<file path="src/rtl/led_matrix_pkg.sv">
// led_matrix_pkg: shared sizes, types and BCM helpers for the LED matrix scan driver
package led_matrix_pkg;
  localparam int SCAN_ROWS = 32;
  localparam int TIMER_W = $clog2(32 << 7) + 1;
  localparam int ROW_W = $clog2(SCAN_ROWS);
  localparam int PLANE_W = 3;
  typedef logic [23:0] rgb_t;
  typedef struct packed {
    logic [ROW_W-1:0] row;
    logic [PLANE_W-1:0] plane;
  } tag_t;
  typedef enum logic {SHIFT, WAIT_LATCH} shift_state_t;
  typedef enum logic [1:0] {DISPLAY, BLANK, LATCH} disp_state_t;
  function automatic int plane_cycles(int base, int b);
    return base << b;
  endfunction
endpackage

</file>
<file path="src/rtl/led_matrix_bcm_timer.sv">
// led_matrix_bcm_timer: loadable down-counter whose expired flag ends a BCM interval
module led_matrix_bcm_timer #(
  parameter int W = 13
) (
  input  logic         clk,
  input  logic         rst,
  input  logic         load,
  input  logic [W-1:0] value,
  output logic         expired
);
  logic [W-1:0] count;
  // count down to zero and park there; reset leaves the timer already expired
  always_ff @(posedge clk)
    if (rst) count <= '0;
    else if (load) count <= value;
    else if (count != '0) count <= count - 1'b1;
  assign expired = (count == '0);
endmodule

</file>
<file path="src/rtl/led_matrix_scan_driver.sv">
// led_matrix_scan_driver: shifts BCM bit planes into a HUB75 panel and paces latch, OE and row address
module led_matrix_scan_driver
  import led_matrix_pkg::*;
#(
  parameter int PANEL_ROWS   = 64,
  parameter int PANEL_COLS   = 64,
  parameter int COLOR_DEPTH  = 8,
  parameter int BASE_CYCLES  = 32,
  parameter int BLANK_CYCLES = 2
) (
  input  logic                            clk,
  input  logic                            rst,
  output logic                            line_sync,
  output logic [$clog2(PANEL_COLS)-1:0]   frame_column,
  input  logic [3*COLOR_DEPTH-1:0]        rgb_in_upper,
  input  logic [3*COLOR_DEPTH-1:0]        rgb_in_lower,
  output logic                            hub75_r1,
  output logic                            hub75_g1,
  output logic                            hub75_b1,
  output logic                            hub75_r2,
  output logic                            hub75_g2,
  output logic                            hub75_b2,
  output logic                            hub75_clk,
  output logic                            hub75_lat,
  output logic                            hub75_oe_n,
  output logic [$clog2(PANEL_ROWS/2)-1:0] hub75_addr
);
  localparam int SR = PANEL_ROWS / 2;
  localparam int AW = $clog2(SR);
  localparam int PW = $clog2(COLOR_DEPTH);
  localparam int KW = $clog2(PANEL_COLS) + 2;
  localparam int TW = $clog2(BASE_CYCLES << (COLOR_DEPTH - 1)) + 1;
  localparam logic [KW-1:0] K_LAST = KW'(2 * PANEL_COLS);

  shift_state_t shift_state;
  disp_state_t disp_state;
  tag_t tag;
  logic [KW-1:0] k;
  logic [PW-1:0] plane, disp_plane;
  logic [AW-1:0] shift_row;
  logic [COLOR_DEPTH-1:0] ur, ug, ub, lr, lg, lb;
  logic last_plane, timer_load, timer_expired;
  logic [TW-1:0] timer_value;

  assign {ur, ug, ub} = rgb_in_upper;
  assign {lr, lg, lb} = rgb_in_lower;
  assign last_plane = (plane == PW'(COLOR_DEPTH - 1));
  assign timer_load = (disp_state == LATCH) || (disp_state == DISPLAY && timer_expired);
  assign timer_value = (disp_state == LATCH) ? TW'(plane_cycles(BASE_CYCLES, int'(disp_plane)) - 1)
                                             : TW'(BLANK_CYCLES - 1);

  led_matrix_bcm_timer #(.W(TW)) timer (
    .clk(clk),
    .rst(rst),
    .load(timer_load),
    .value(timer_value),
    .expired(timer_expired)
  );

  // shift FSM: even steps capture a column (clk low), odd steps raise the panel clock;
  // frame_column runs one column ahead so the framebuffer read latency is hidden
  always_ff @(posedge clk)
    if (rst) begin
      shift_state <= SHIFT;
      k <= '0;
      plane <= '0;
      shift_row <= '0;
      tag <= '0;
      frame_column <= '0;
      line_sync <= 1'b0;
      hub75_clk <= 1'b0;
      {hub75_r1, hub75_g1, hub75_b1, hub75_r2, hub75_g2, hub75_b2} <= '0;
    end else begin
      line_sync <= 1'b0;
      if (shift_state == WAIT_LATCH) begin
        if (disp_state == LATCH) begin
          shift_state <= SHIFT;
          plane <= last_plane ? '0 : plane + 1'b1;
        end
      end else if (k == K_LAST) begin
        shift_state <= WAIT_LATCH;
        k <= '0;
        hub75_clk <= 1'b0;
        tag <= '{row: ROW_W'(shift_row), plane: PLANE_W'(plane)};
        line_sync <= last_plane;
        if (last_plane) shift_row <= (shift_row == AW'(SR - 1)) ? '0 : shift_row + 1'b1;
      end else begin
        k <= k + 1'b1;
        hub75_clk <= k[0];
        if (!k[0]) begin
          frame_column <= frame_column + 1'b1;
          {hub75_r1, hub75_g1, hub75_b1, hub75_r2, hub75_g2, hub75_b2} <=
            {ur[plane], ug[plane], ub[plane], lr[plane], lg[plane], lb[plane]};
        end
      end
    end

  // display FSM: show the latched plane, blank, then latch once the next plane is fully shifted
  always_ff @(posedge clk)
    if (rst) begin
      disp_state <= BLANK;
      disp_plane <= '0;
      hub75_oe_n <= 1'b1;
      hub75_lat <= 1'b0;
      hub75_addr <= '0;
    end else if (disp_state == LATCH) begin
      disp_state <= DISPLAY;
      hub75_lat <= 1'b0;
      hub75_oe_n <= 1'b0;
    end else if (disp_state == DISPLAY) begin
      if (timer_expired) begin
        disp_state <= BLANK;
        hub75_oe_n <= 1'b1;
      end
    end else if (timer_expired && shift_state == WAIT_LATCH) begin
      disp_state <= LATCH;
      hub75_lat <= 1'b1;
      hub75_addr <= AW'(tag.row);
      disp_plane <= PW'(tag.plane);
    end
endmodule

</file>
<file path="config.mk">
export PLATFORM = sky130hd
export DESIGN_NAME = led_matrix_scan_driver
export DESIGN_NICKNAME = d
export VERILOG_FILES = /design/src/rtl/led_matrix_pkg.sv /design/src/rtl/led_matrix_bcm_timer.sv /design/src/rtl/led_matrix_scan_driver.sv
export SDC_FILE = /design/constraint.sdc
export NUM_CORES = 1
export LEC_CHECK = 0
export ABC_CLOCK_PERIOD_IN_PS = 3350
export CAP_MARGIN = 10
export CORE_UTILIZATION = 30
export CTS_BUF_LIST = sky130_fd_sc_hd__clkbuf_4 sky130_fd_sc_hd__clkbuf_8
export DETAILED_ROUTE_END_ITERATION = 6
export PLACE_DENSITY = 0.53
export SLEW_MARGIN = 25
export SYNTH_ARGS = -nofsm -noshare
export SYNTH_HDL_FRONTEND = slang
export SYNTH_SLANG_ARGS = --single-unit
</file>
<file path="constraint.sdc">
create_clock -name clk -period 3.35 [get_ports clk]
set_input_delay 0.5025 -clock clk [delete_from_list [all_inputs] [get_ports clk]]
set_output_delay 0.5025 -clock clk [all_outputs]
set_load 0.02 [all_outputs]
</file>
Yosys cells after proc, flatten, opt, wreduce, memory -nomap -nowiden
Index checks and enable logic that the tools add are counted.
{"block": "word_totals", "register_bits": 64, "inputBits": 50}
{"block": "op_classes", "n_addsub": 6, "n_lt_le_gt_ge": 1, "eq_ne": 6, "n_shift": 1, "muxes": 29, "bitwise_logic": 5, "n_reduce_logical": 22}
{"cell": "13-bit two-way mux", "n": 3}
{"cell": "1-bit binary-select mux with 3-bit select", "n": 6}
{"cell": "1-bit two-way mux", "n": 14}
{"cell": "13-bit logical NOT", "n": 1}
{"cell": "13-bit nonzero test", "n": 1}
{"cell": "6-bit by 3-bit left shift with 13-bit output (first input constant)", "n": 1}
{"cell": "13-bit by 1-bit subtractor with 13-bit output (second input constant)", "n": 1}
{"cell": "13-bit by 2-bit subtractor with 13-bit output (second input constant)", "n": 1}
{"cell": "2-bit AND reduction", "n": 6}
{"cell": "3-bit AND reduction", "n": 3}
{"cell": "8-bit by 1-bit adder with 8-bit output (second input constant)", "n": 1}
{"cell": "8-bit == test (second input constant)", "n": 1}
{"cell": "8-bit two-way mux", "n": 1}
{"cell": "2-bit nonzero test", "n": 4}
{"cell": "6-bit by 1-bit adder with 6-bit output (second input constant)", "n": 1}
{"cell": "2-bit two-way mux", "n": 3}
{"cell": "5-bit by 1-bit adder with 5-bit output (second input constant)", "n": 1}
{"cell": "5-bit == test (second input constant)", "n": 1}
{"cell": "5-bit two-way mux", "n": 1}
{"cell": "1-bit inverter", "n": 5}
{"cell": "3-bit by 4-bit < comparator with 1-bit output (second input constant)", "n": 1}
{"cell": "3-bit by 1-bit adder with 3-bit output (second input constant)", "n": 1}
{"cell": "3-bit == test (second input constant)", "n": 1}
{"cell": "3-bit two-way mux", "n": 1}
{"cell": "9 further kinds", "n": 10}

Logic depth before layout (Yosys ltp)
{"block": "logic_depth", "depth_word": 5, "mapped_depth": 8, "mapped_depth_nobuf": 7}

Cells and area by module
A second synthesis with hierarchy kept.
{"block": "hier_totals", "hier_cells": 376, "area_unflattened_um2": 3309.4}
{"module": "led_matrix_scan_driver", "instances": 1, "cells_per_inst": 286, "area_each_um2": 2546.2, "seq_area_each_um2": 1021.0}
{"module": "led_matrix_bcm_timer", "instances": 1, "cells_per_inst": 90, "area_each_um2": 763.2, "seq_area_each_um2": 260.2}

Worst setup path before layout
Ideal clock, no wire load.
{"block": "synth_path", "kind": "reg2reg", "start": "reg timer.count[0]", "end": "reg timer.count[10]", "setup_ns": 0.086, "t_arrival_ns": 1.875, "required_time_ns": 3.264, "setup_slack_ns": 1.389, "path_stages_with_launch": 7, "n_path_buf": 0, "period_less_slack_ns": 1.961, "cell_sequence": "dfxtp_1 -> inv_1 -> ha_1 -> or3b_2 -> or4_4 -> mux2i_1 -> a211oi_1"}
{"block": "synth_between", "elab_chain_cells": 4, "word_cells_on_any_way": 8}
{"item": "from (decl)", "line_no": "led_matrix_bcm_timer.sv:11", "text": "logic [W-1:0] count;"}
{"item": "from (signal assigned)", "line_no": "led_matrix_bcm_timer.sv:15", "text": "else if (load) count <= value;"}
{"item": "from (signal assigned)", "line_no": "led_matrix_bcm_timer.sv:16", "text": "else if (count != '0) count <= count - 1'b1;"}
{"item": "branches (longest 4 deep; another with 13-bit by 1-bit subtractor with 13-bit output)"}
Parallel ways; which one is timed is not known. The select of a mux whose other input is x is not followed.
A chain may end at the register's enable or synchronous reset.

Worst setup path after layout
Same ends and word-level chain as after synthesis.

==> results.cfg <==
[clocking]
cts_hold_buf = 0
cts_tree = yes
cts_buffers = 9
clk_pin_slew_ns = 0.07
post-cts-setup-buffers = 0
clockBufferDepth = 2
cts_max_level = 3
root_buffer = clkbuf_8
clkLatencyLatePin_ns = 0.34
cts-resized-gates = 0
cts.sinks = 64

[power]
seqPwrFrac = 0.406
powerDensity_nw_per_um2 = 551
clkPwrFrac = 0.248
switching_share = 0.349
p_leak_uw = 0.00151
combPwrFrac = 0.346
ir_drop_uv = 367
p_sw_uw = 841
internal-power_uw = 1570

[setup_path]
crit_required_ns = 3.60
crit_chain = inv_1 -> ha_1 -> or3b_2 -> or4_4 -> mux2i_1 -> a211oi_1
critPathBufInv = 1
crit_family = simple AND/OR/NAND/NOR gates
start_kind = flop
slowest_stage = or3b_2
end_kind = flop
crit_arrival_ns = 2.40
cpPeakStageDelay_ns = 0.50
path_class = reg2reg
critPathMaxFanout = 7

[finish]
nNetsFinal = 482
layout_commonest_cell = clkdlybuf4s50_1
final_cell_mix = 69 x clkdlybuf4s50_1, 64 x dfxtp_1, 30 x a21oi_1
final_layout_size_suffix_gt1_frac = 0.113
design_area_um2 = 4360
area.growth.synth_to_final_pct = 29.5
diodes = 0

[synth]
seq_area_frac_synth = 0.380
synthCells = 357
syn_avg_cell_area_um2 = 9.43
ys_async_sr_fraction = 0
yosys_warnings = 0
ys_seq_elements = 64
netlist_area_um2 = 3370
synth_edf_count = 0
synth_cell_type_count = 58
synth_ff_type = dfxtp_1
syn_nets = 417

[detailed_routing]
routedWlPerCell_um = 14.4
dr_total_vias = 2933
dr.first_iter.drc_count = 130
totalWireLength_um = 8140
final_antenna_net_count = 0
route.detailed.drc = 0
routed_via_density = 5.18
first_pass_iters = 4

[timing]
finalSetupViolCount = 0
rsz0062_at_grt = no
drv_slew = 0
worst_pin_slew_ns = 0.845
finalHoldViolCount = 0
hold-worst-slack_ns = 0.475
skew_ns = 0.00989
max_freq_ghz = 0.465
min_period_ns = 2.15
tns_ns = 0
fin_crit_sh = 0.642
slew_headroom = 0.435

[hold_path]
worstHoldPathType = reg2reg

[floorplanning]
die-width_um = 108
die-area_um2 = 11700
fp-row-count = 38
boundaryPins = 71
start_util = 0.309
coreArea_um2 = 10900
die_y_um = 108

[global_routing]
grt_usage = 0.148
grt_overflow = 0
grt_pass1_wl_um = 13600
grt_pass1_vias = 2828
grt_antenna_before_repair = 0
grt_max_degree = 43

[place]
placed_cell_area_um2 = 4190
gp_congestion = 0.786
dp_hpwl_um = 5780
port_buffers = 70

[status]
status = finished, final reports clean

[run]
cap_violations = 0
final timing paths:
path	cells after the start	slack, ns	endpoint	from
setup / recovery	6	1.20	timer.count[10]$_SDFFE_PP0P_	timer.count[0]$_SDFFE_PP0P_
hold / removal	2	0.47	hub75_addr[2]$_SDFFE_PP0P_	tag[5]$_SDFFE_PP0P_
setup reg to reg	6	1.20	timer.count[10]$_SDFFE_PP0P_	timer.count[0]$_SDFFE_PP0P_
hold reg to reg	2	0.47	hub75_addr[2]$_SDFFE_PP0P_	tag[5]$_SDFFE_PP0P_
cell families after synthesis:
family | share of synthesized area
mux | 0.134
buf+inv | 0.0390
compound gates | 0.156
simple gates | 0.225
flops | 0.380
fa+ha+maj | 0.0371
xor+xnor | 0.0286
power by group through the flow:
stage | combinational (µW) | sequential (µW) | clock, µW
after floorplan | 625 | 977 | 0
after global placement | 832 | 991 | 0
after detailed placement | 830 | 992 | 0
after CTS | 835 | 976 | 619
after global routing | 925 | 993 | 658
final | 832 | 976 | 597
worst min-delay path, cell delays in order, from the launching register on:
cell,delay (ns)
dfxtp_1,0.31
nand3_1,0.06
a21oi_1,0.05
flip-flops by register name, summed over array words and instances, names as in the netlist, 2 cells and up:
register and flops:
disp_plane 3, hub75_addr 5, shift_row 5, timer.count 13
tag 8, plane 3, k 8, disp_state 2
frame_column 6
final cells by class:
type,instances,area [µm²]
Tap cell,140,175
Fill cell,1097,6530
Clock inverter,3,17.5
Multi-Input combinational cell,262,1960
Timing Repair Buffer,76,741
Clock buffer,12,159
Sequential cell,64,1280
Inverter,9,33.8
cell usage after synthesis (3+ instances only):
cell / number / area, µm²
clkbuf_1: 15 / 56.3
or3_1: 8 / 50.1
mux4_2: 12 / 270
a211oi_1: 12 / 90.1
a21oi_1: 30 / 150
buf_4: 3 / 22.5
o31ai_1: 3 / 22.5
nand3_1: 19 / 95.1
ha_1: 10 / 125
nor2b_1: 3 / 18.8
buf_2: 3 / 15.0
nand2b_1: 3 / 18.8
xnor2_1: 4 / 35.0
mux2i_1: 18 / 180
nand4_1: 3 / 18.8
and3_1: 5 / 31.3
a31oi_1: 3 / 18.8
nor2_1: 28 / 105
nand2_1: 16 / 60.1
xor2_1: 7 / 61.3
nor3_1: 14 / 70.1
dfxtp_1: 64 / 1280
inv_1: 9 / 33.8
o21bai_1: 3 / 22.5
o21ai_0: 17 / 85.1
through the flow:
stage | std cells | worst slack (ns) | total power (µW) | utilization
6_report | 566 | 1.20 | 2410 | 0.401
5_1_grt | 566 | 1.03 | 2580 | 0.401
3_5_place_dp | 551 | 1.21 | 1820 | 0.385
2_1_floorplan | 357 | 1.39 | 1600 | -
3_3_place_gp | 551 | 1.26 | 1820 | 0.385
4_1_cts | 566 | 1.20 | 2430 | 0.401
routing by layer:
layer  vias up  global-route usage  routed length [µm]
met5         -                   0                   0
met3         5              0.0398                 275
met2        48               0.250                4090
met4         0              0.0489                  90
li1       1474                   -                   -
met1      1406               0.182                3690
No activity file was read; power rests on OpenSTA's default activity.
